File: config.mk
export PLATFORM = sky130hd
export DESIGN_NAME = fetch_unit
export DESIGN_NICKNAME = d
export VERILOG_FILES = /design/src/rtl/fetch_pkg.sv /design/src/rtl/fetch_unit_jump_target_lut.sv /design/src/rtl/fetch_unit.sv
export SDC_FILE = /design/constraint.sdc
export NUM_CORES = 1
export LEC_CHECK = 0
export ABC_AREA = 0
export BUFFER_PORTS_ARGS = -buffer_cell sky130_fd_sc_hd__buf_2
export CAP_MARGIN = 20
export CORE_UTILIZATION = 25
export CTS_BUF_LIST = sky130_fd_sc_hd__clkbuf_16
export CTS_CLUSTER_SIZE = 14
export DETAILED_ROUTE_END_ITERATION = 10
export SLEW_MARGIN = 20
export SYNTH_ARGS = -nofsm -noshare
export SYNTH_HDL_FRONTEND = slang
export SYNTH_SLANG_ARGS = --single-unit
File: constraint.sdc
create_clock -name clk -period 1.85 [get_ports clk]
set_clock_uncertainty 0.15 [all_clocks]
set_input_delay 0.2775 -clock clk [delete_from_list [all_inputs] [get_ports clk]]
set_output_delay 0.2775 -clock clk [all_outputs]
set_load 0.02 [all_outputs]
File: src/rtl/fetch_pkg.sv
// Shared types and constant tables for the fetch unit.
// Program entry points and the absolute-branch target table live here.
package fetch_pkg;

    typedef enum logic [1:0] {
        IDLE = 2'd0,
        RUN  = 2'd1,
        DONE = 2'd2
    } fetch_state_t;

    localparam logic [9:0] PROG_BASE [4] = '{
        10'h000, 10'h100, 10'h200, 10'h300
    };

    localparam logic [9:0] JUMP_LUT [16] = '{
        10'h000, 10'h010, 10'h020, 10'h040,
        10'h080, 10'h050, 10'h100, 10'h120,
        10'h180, 10'h200, 10'h250, 10'h2A0,
        10'h300, 10'h350, 10'h3A0, 10'h3FF
    };

endpackage

File: src/rtl/fetch_unit_jump_target_lut.sv
// Combinational jump-target table lookup.
// Maps a LUT index to an absolute instruction address.
import fetch_pkg::*;

module jump_target_lut #(
    parameter int LUT_AW = 4,
    parameter int A      = 10
) (
    input  logic [LUT_AW-1:0] idx,
    output logic [A-1:0]      target
);

    // Table contents come from the shared package
    assign target = A'(JUMP_LUT[idx]);

endmodule

File: src/rtl/fetch_unit.sv
// Program counter and fetch control for the 9-bit-instruction core.
// Starts programs, applies branches, halts and counts run cycles.
import fetch_pkg::*;

module fetch_unit #(
    parameter int A      = 10,
    parameter int W      = 9,
    parameter int LUT_AW = 4,
    parameter int OFF_W  = 6,
    parameter int CNT_W  = 16
) (
    input  logic              clk,
    input  logic              rst_n,
    input  logic              start,
    input  logic [1:0]        program_num,
    input  logic              stall,
    input  logic              br_abs,
    input  logic [LUT_AW-1:0] br_idx,
    input  logic              br_rel,
    input  logic [OFF_W-1:0]  br_off,
    input  logic              halt_req,
    input  logic [W-1:0]      instr_in,
    output logic [A-1:0]      instr_address,
    output logic [W-1:0]      instr_out,
    output logic              instr_valid,
    output logic              done,
    output logic [CNT_W-1:0]  run_cycles
);

    fetch_state_t state;
    fetch_state_t state_next;

    logic [A-1:0] pc;
    logic [A-1:0] pc_next;
    logic [A-1:0] abs_target;
    logic [A-1:0] off_ext;
    logic         launch;

    jump_target_lut #(
        .LUT_AW (LUT_AW),
        .A      (A)
    ) u_lut (
        .idx    (br_idx),
        .target (abs_target)
    );

    assign off_ext = {{(A-OFF_W){br_off[OFF_W-1]}}, br_off};
    assign launch  = (state != RUN) && start;

    // State register
    always_ff @(posedge clk or negedge rst_n) begin
        if (!rst_n) state <= IDLE;
        else        state <= state_next;
    end

    // Next-state logic; start is ignored while running
    always_comb begin
        state_next = state;
        case (state)
            IDLE:    if (start) state_next = RUN;
            RUN:     if (!stall && halt_req) state_next = DONE;
            DONE:    if (start) state_next = RUN;
            default: state_next = IDLE;
        endcase
    end

    // State-derived outputs
    always_comb begin
        instr_valid = (state == RUN);
        done        = (state == DONE);
    end

    // Next PC in RUN: stall, halt, absolute, relative, increment
    always_comb begin
        pc_next = pc;
        if (stall)         pc_next = pc;
        else if (halt_req) pc_next = pc;
        else if (br_abs)   pc_next = abs_target;
        else if (br_rel)   pc_next = pc + off_ext;
        else               pc_next = pc + A'(1);
    end

    // PC register: loaded on launch, advanced only while running
    always_ff @(posedge clk or negedge rst_n) begin
        if (!rst_n)            pc <= '0;
        else if (launch)       pc <= A'(PROG_BASE[program_num]);
        else if (state == RUN) pc <= pc_next;
    end

    // Saturating run-cycle counter, frozen outside RUN
    always_ff @(posedge clk or negedge rst_n) begin
        if (!rst_n)
            run_cycles <= '0;
        else if (launch)
            run_cycles <= '0;
        else if (state == RUN && run_cycles != '1)
            run_cycles <= run_cycles + CNT_W'(1);
    end

    assign instr_address = pc;
    assign instr_out     = instr_in;

endmodule

==> flow_summary.json, run 1 <==
{
  "synth_top_family_by_area": "simple AND/OR/NAND/NOR gates",
  "ant_nets": 0,
  "die_w_um": 92.9,
  "regArea_um2": 711,
  "synth-xor-area-share": 0.0636,
  "violations": "negative setup slack",
  "grt_usage": 0.135,
  "cp_common_cell": "nand2b_4",
  "n_fill_cell": 829,
  "tightest_slew_ns": 0.701,
  "ys_ff_latch": 28,
  "report.power.total_w": 0.00294,
  "yosys_warnings": 0,
  "critical_path.max_stage_delay_ns": 0.39,
  "area_delta_synth_final_pct": 41.9,
  "crit_path_end_kind": "register",
  "syn_inst": 244,
  "period_share": 1.06,
  "synth_cell_types": 49,
  "coreArea_um2": 7850,
  "critPathSlowestCell": "dfrtp_2",
  "grt-ovfl-total": 0,
  "multi_input_area_um2": 1430,
  "drt_iter0_drc": 51,
  "nNetsFinal": 358,
  "via_per_inst": 4.81,
  "die_h_um": 92.9,
  "wl_um": 5690,
  "num_antenna_cells": 0,
  "synthMuxAreaShare": 0.0242,
  "fin_ws_ns": -0.110,
  "fp-row-count": 32,
  "gp_congestion": 0.825,
  "leakage_nw": 1.38,
  "cts_tree": "built",
  "routedWlPerCell_um": 13.6,
  "status": "finished, violations left",
  "antenna_found_initial": 0,
  "io_buffers": 46,
  "yosysSeqAreaShare": 0.339,
  "synthTopCellsByArea": "dfrtp_1, ha_1, xnor2_1, nor2_1, nand2_1",
  "grt_pass1_vias": 1986,
  "avgSynthCellArea_um2": 8.47,
  "path_clk_slew_ns": 0.07,
  "synth_async_sr_flop_share": 1.00,
  "hp-class": "in -> reg",
  "clk_path_buf_depth": 2,
  "layout-drive-gt1-share": 0.405,
  "period_minus_slack_ns": 1.96,
  "hold_viol": 0,
  "ir_drop_mv": 0.421,
  "synth_top_area_frac": 0.339,
  "power_density_nw_per_um2": 1000,
  "synth_ff_type": "dfrtp_1",
  "place_area_um2": 2640,
  "io_pins": 65,
  "rsz0062_at_grt": "yes",
  "dieArea_um2": 8640,
  "h-tree-depth": 1,
  "setup-violations-final": 5,
  "dpl.hpwl_um": 4230,
  "dr_total_vias": 2009,
  "critical_path_class": "reg -> reg",
  "path_max_fanout": 2,
  "worstPathArrival_ns": 2.01,
  "grt_pass1_wl_um": 9250,
  "firstDrtPassIters": 4,
  "start_util": 0.263,
  "insertion_delay_ns": 0.27,
  "path_cells": "ha_4, inv_2, fa_2, nand2b_4, buf_4, buf_6, nand2b_4, a211oi_2, o31ai_1, a22o_1",
  "drc": 0,
  "syn_area_um2": 2070,
  "syn-num-nets": 285,
  "synth_edf_count": 0,
  "max-slew-margin-rel": 0.531,
  "yosys.area.top_type": "dfrtp_1",
  "fmax_mhz": 510,
  "crit_required_ns": 1.91,
  "critPathLaunchType": "register",
  "cts_root_buf": "clkbuf_16",
  "drv_cap": 0,
  "synth_compound_area_frac": 0.187,
  "ys_top_cells_by_count": "dfrtp_1, nor2_1, nand2_1",
  "synth_simple_gate_area_share": 0.236,
  "stdcell_area_um2": 2930,
  "synth_adder_area_share": 0.0823,
  "numCtsBuffers": 3,
  "maxSlewViolCount": 0,
  "clkSinkCount": 28,
  "grt_max_degree": 29
}
-- sequential cells by signal (all words and copies together) (netlist names) --
register,cells
run_cycles,16
instr_address,10
state,2
-- critical path, delay by kind of cell (launching register included) --
family	cells	cell delay [ns]
buf+inv	3	0.27
compound gates	3	0.41
fa+ha+maj	2	0.46
flops	1	0.39
simple gates	2	0.21
-- metrics by stage --
step / std cells / setup slack (ns) / hold slack, ns / util / setup TNS, ns
after global placement: 406 / -0.253 / 0.192 / 0.336 / -1.30
after CTS: 412 / -0.102 / 0.0982 / 0.355 / -0.335
final: 418 / -0.110 / 0.0948 / 0.374 / -0.395
after floorplan: 244 / -0.119 / -0.168 / - / -0.287
after detailed placement: 406 / -0.314 / 0.207 / 0.336 / -1.54
after global routing: 418 / -0.234 / 0.0953 / 0.374 / -1.12
-- metal layers --
layer,up-vias,wire (um),track usage
met5,-,0,0
met4,0,46,0.0282
met3,6,208,0.0213
met2,42,2910,0.247
met1,967,2530,0.164
li1,994,-,-
-- worst paths after layout --
path	start	endpoint	slack [ns]	cells after the start
max	instr_address[0]	instr_address[4]	-0.11	10
min	program_num[1]	instr_address[9]	0.09	3
max reg2reg	instr_address[0]	instr_address[4]	-0.11	10
min reg2reg	instr_address[7]	instr_address[7]	0.41	1
max in group asynchronous	rst_n	instr_address[3]	0.66	2
min in group asynchronous	rst_n	run_cycles[5]	0.42	2
-- placed cells by master, fill, tap and decap left out, drive strengths merged, types with 4 or more instances in the layout --
master	instances
nand2	23
nor2	28
inv	14
a21oi	11
dfrtp	28
ha	12
mux2i	5
nor3	9
nor2b	4
nand3	8
o21ai	14
xnor2	14
nand2b	9
and2	4
a22o	5
buf	81
or3	5
-- power breakdown --
part	switching, W	total (W)	internal [W]
clock network	0.000221	0.000653	0.000431
logic	0.000749	0.00139	0.000644
registers	0.000154	0.000892	0.000737
-- cell type report --
cell class              count  share of cell area
clock buffers               3              0.0256
clock inverters             1              0.0102
inverters                  14              0.0188
multi-input cells         188               0.487
flip-flops and latches     28               0.242
well taps                 102              0.0435
repair buffers             82               0.173
-- what timing repair did --
| item | in CTS | in global routing |
|---|---|---|
| hold buffers | 1 | 0 |
| resized for setup | 6 | 19 |
| buffers inserted | 1 | 6 |
| setup endpoints to repair | 8 | 19 |
| endpoints found under the hold margin | 28 | 0 |
| pin swaps | 7 | 13 |
-- kinds of logic (layout without fill, tap and decap cells) --
kind of cell    count (synthesis)  count (layout)
fa+ha+maj                      13              13
buf+inv                        28             100
xor+xnor                       15              15
compound gates                 57              57
simple gates                   98              98
mux                             5               5
flops                          28              28
No activity file was read; power rests on OpenSTA's default activity.
==> run 2: changes to the inputs <==
--- a/config.mk
+++ b/config.mk
@@ -12,6 +12,7 @@
 export CTS_BUF_LIST = sky130_fd_sc_hd__clkbuf_16
 export CTS_CLUSTER_SIZE = 14
 export DETAILED_ROUTE_END_ITERATION = 10
+export SKIP_CTS_REPAIR_TIMING = 1
 export SLEW_MARGIN = 20
 export SYNTH_ARGS = -nofsm -noshare
 export SYNTH_HDL_FRONTEND = slang
==> run 2 against run 1 <==
  * The run still ends with negative setup slack left
  * Worst hold slack about the same
  * Sequential cell count did not move
  * Global-route usage is 0.14 points lower
  * Die area unchanged
  * Core utilization is 0.62 points lower
  * Register-to-register slack barely moved
  * Clock-buffer cell count unchanged
  * First-iteration DRC count rose by 31%
  * Power is 3.1% lower
  * Sequential share of layout area rose by 0.41 points
  * Critical path type unchanged
==> flow_summary.json, run 2 (synthesized netlist as in run 1, its figures left out) <==
{
  "critPathSlowestCell": "dfrtp_2",
  "tightest_slew_ns": 0.690,
  "final_common_cell": "buf_2",
  "fmax_mhz": 509,
  "critical_path_class": "reg -> reg",
  "path_clk_slew_ns": 0.07,
  "gp_congestion": 0.825,
  "fp-row-count": 32,
  "path_max_fanout": 3,
  "setup_tns_ns": -0.482,
  "period_minus_slack_ns": 1.96,
  "r2r_end": "instr_address[8]",
  "dieArea_um2": 8640,
  "area_delta_synth_final_pct": 39.5,
  "crit_start": "instr_address[0]",
  "critical_path.max_stage_delay_ns": 0.39,
  "maxSlewViolCount": 0,
  "rsz0062_at_grt": "yes",
  "numCtsBuffers": 3,
  "grt_pass1_wl_um": 9160,
  "multi_input_area_um2": 1380,
  "grt_usage": 0.133,
  "clk_path_buf_depth": 2,
  "leakage_nw": 1.37,
  "coreArea_um2": 7850,
  "regArea_um2": 711,
  "setup-violations-final": 6,
  "regMostFlops": "run_cycles",
  "layout_common_cells": "buf_2, buf_4, nor2_1, nand2_1, dfrtp_1",
  "worstPathArrival_ns": 1.96,
  "rr_worst_depth": 9,
  "hold_start": "program_num[1]",
  "via_per_inst": 4.82,
  "path_cells": "ha_4, inv_2, fa_2, nand2b_4, a21oi_4, nor2_2, o211ai_1, xnor2_1, a21oi_1",
  "io_buffers": 46,
  "layout-drive-gt1-share": 0.384,
  "max-slew-margin-rel": 0.538,
  "report.power.total_w": 0.00285,
  "crit_path_end_kind": "register",
  "ant_nets": 0,
  "violations": "negative setup slack",
  "wl_um": 5600,
  "stdcell_area_um2": 2880,
  "crit_required_ns": 1.85,
  "nNetsFinal": 357,
  "die_h_um": 92.9,
  "grt-ovfl-total": 0,
  "drc": 0,
  "critPathLaunchType": "register",
  "r2r_setup_slack_ns": -0.11,
  "cts_tree": "built",
  "holdPathStages": 3,
  "period_share": 1.06,
  "drt_iter0_drc": 67,
  "insertion_delay_ns": 0.26,
  "place_area_um2": 2640,
  "hold_viol": 0,
  "holdPathEnd": "instr_address[9]",
  "grt_pass1_vias": 1960,
  "clkSinkCount": 28,
  "ir_drop_mv": 0.427,
  "largest_reg_flops": 16,
  "n_fill_cell": 831,
  "io_pins": 65,
  "fin_ws_ns": -0.113,
  "start_util": 0.263,
  "antenna_found_initial": 0,
  "dr_total_vias": 2009,
  "dpl.hpwl_um": 4230,
  "r2r-start": "instr_address[0]",
  "status": "finished, violations left",
  "die_w_um": 92.9,
  "cts_root_buf": "clkbuf_16",
  "routedWlPerCell_um": 13.4,
  "hp-class": "in -> reg",
  "power_density_nw_per_um2": 987,
  "final_util": 0.368,
  "num_antenna_cells": 0,
  "h-tree-depth": 1,
  "grt_max_degree": 29,
  "drv_cap": 0,
  "firstDrtPassIters": 4
}
==> run 2: cell type report <==
class / instances / area share
Clock inverter: 1 / 0.0104
Sequential cell: 28 / 0.246
Tap cell: 102 / 0.0443
Inverter: 14 / 0.0191
Multi-Input combinational cell: 188 / 0.478
Clock buffer: 3 / 0.0260
Timing Repair Buffer: 81 / 0.176
==> run 2: power by group <==
| part | leakage, nW | total [W] | switching [W] | internal [W] |
|---|---|---|---|---|
| Sequential | 0.367 | 0.000887 | 0.000149 | 0.000737 |
| Clock | 0.0511 | 0.000652 | 0.000220 | 0.000431 |
| Combinational | 0.956 | 0.00131 | 0.000710 | 0.000598 |
| Total | 1.37 | 0.00285 | 0.00108 | 0.00177 |
==> run 2: worst max path at each step <==
stage / to / slack (ns) / depth (start not counted)
final: instr_address[8] / -0.11 / 9
after global routing: instr_address[8] / -0.25 / 9
after CTS: instr_address[6] / -0.13 / 9
after detailed placement: instr_address[6] / -0.31 / 11
after global placement: instr_address[8] / -0.25 / 11
after floorplan: instr_address[8] / -0.12 / 9
==> run 2: through the flow <==
stage | instances | hold WS [ns] | setup slack (ns)
2_1_floorplan | 244 | -0.168 | -0.119
3_3_place_gp | 406 | 0.192 | -0.253
3_5_place_dp | 406 | 0.207 | -0.314
4_1_cts | 410 | -0.0857 | -0.129
5_1_grt | 417 | 0.0953 | -0.247
6_report | 417 | 0.0953 | -0.113
==> run 2: worst max-delay path, delay by kind of cell, from the launching register on <==
family,cells,cell delay [ns]
xor gates and xnor gates,1,0.14
adders and majority gates,2,0.46
and+or+nand+nor,2,0.23
DFF,1,0.39
AOI/OAI and AO/OA,3,0.44
buffers and inverters,1,0.03
==> run 2: per-layer routing <==
metal | global-route usage | routed length [um] | share of wire | up-vias
met5 | 0 | 0 | 0 | -
met1 | 0.165 | 2510 | 0.45 | 963
met3 | 0.0205 | 199 | 0.036 | 6
met2 | 0.243 | 2840 | 0.51 | 48
li1 | - | - | - | 992
met4 | 0.0244 | 46 | 0.0082 | 0
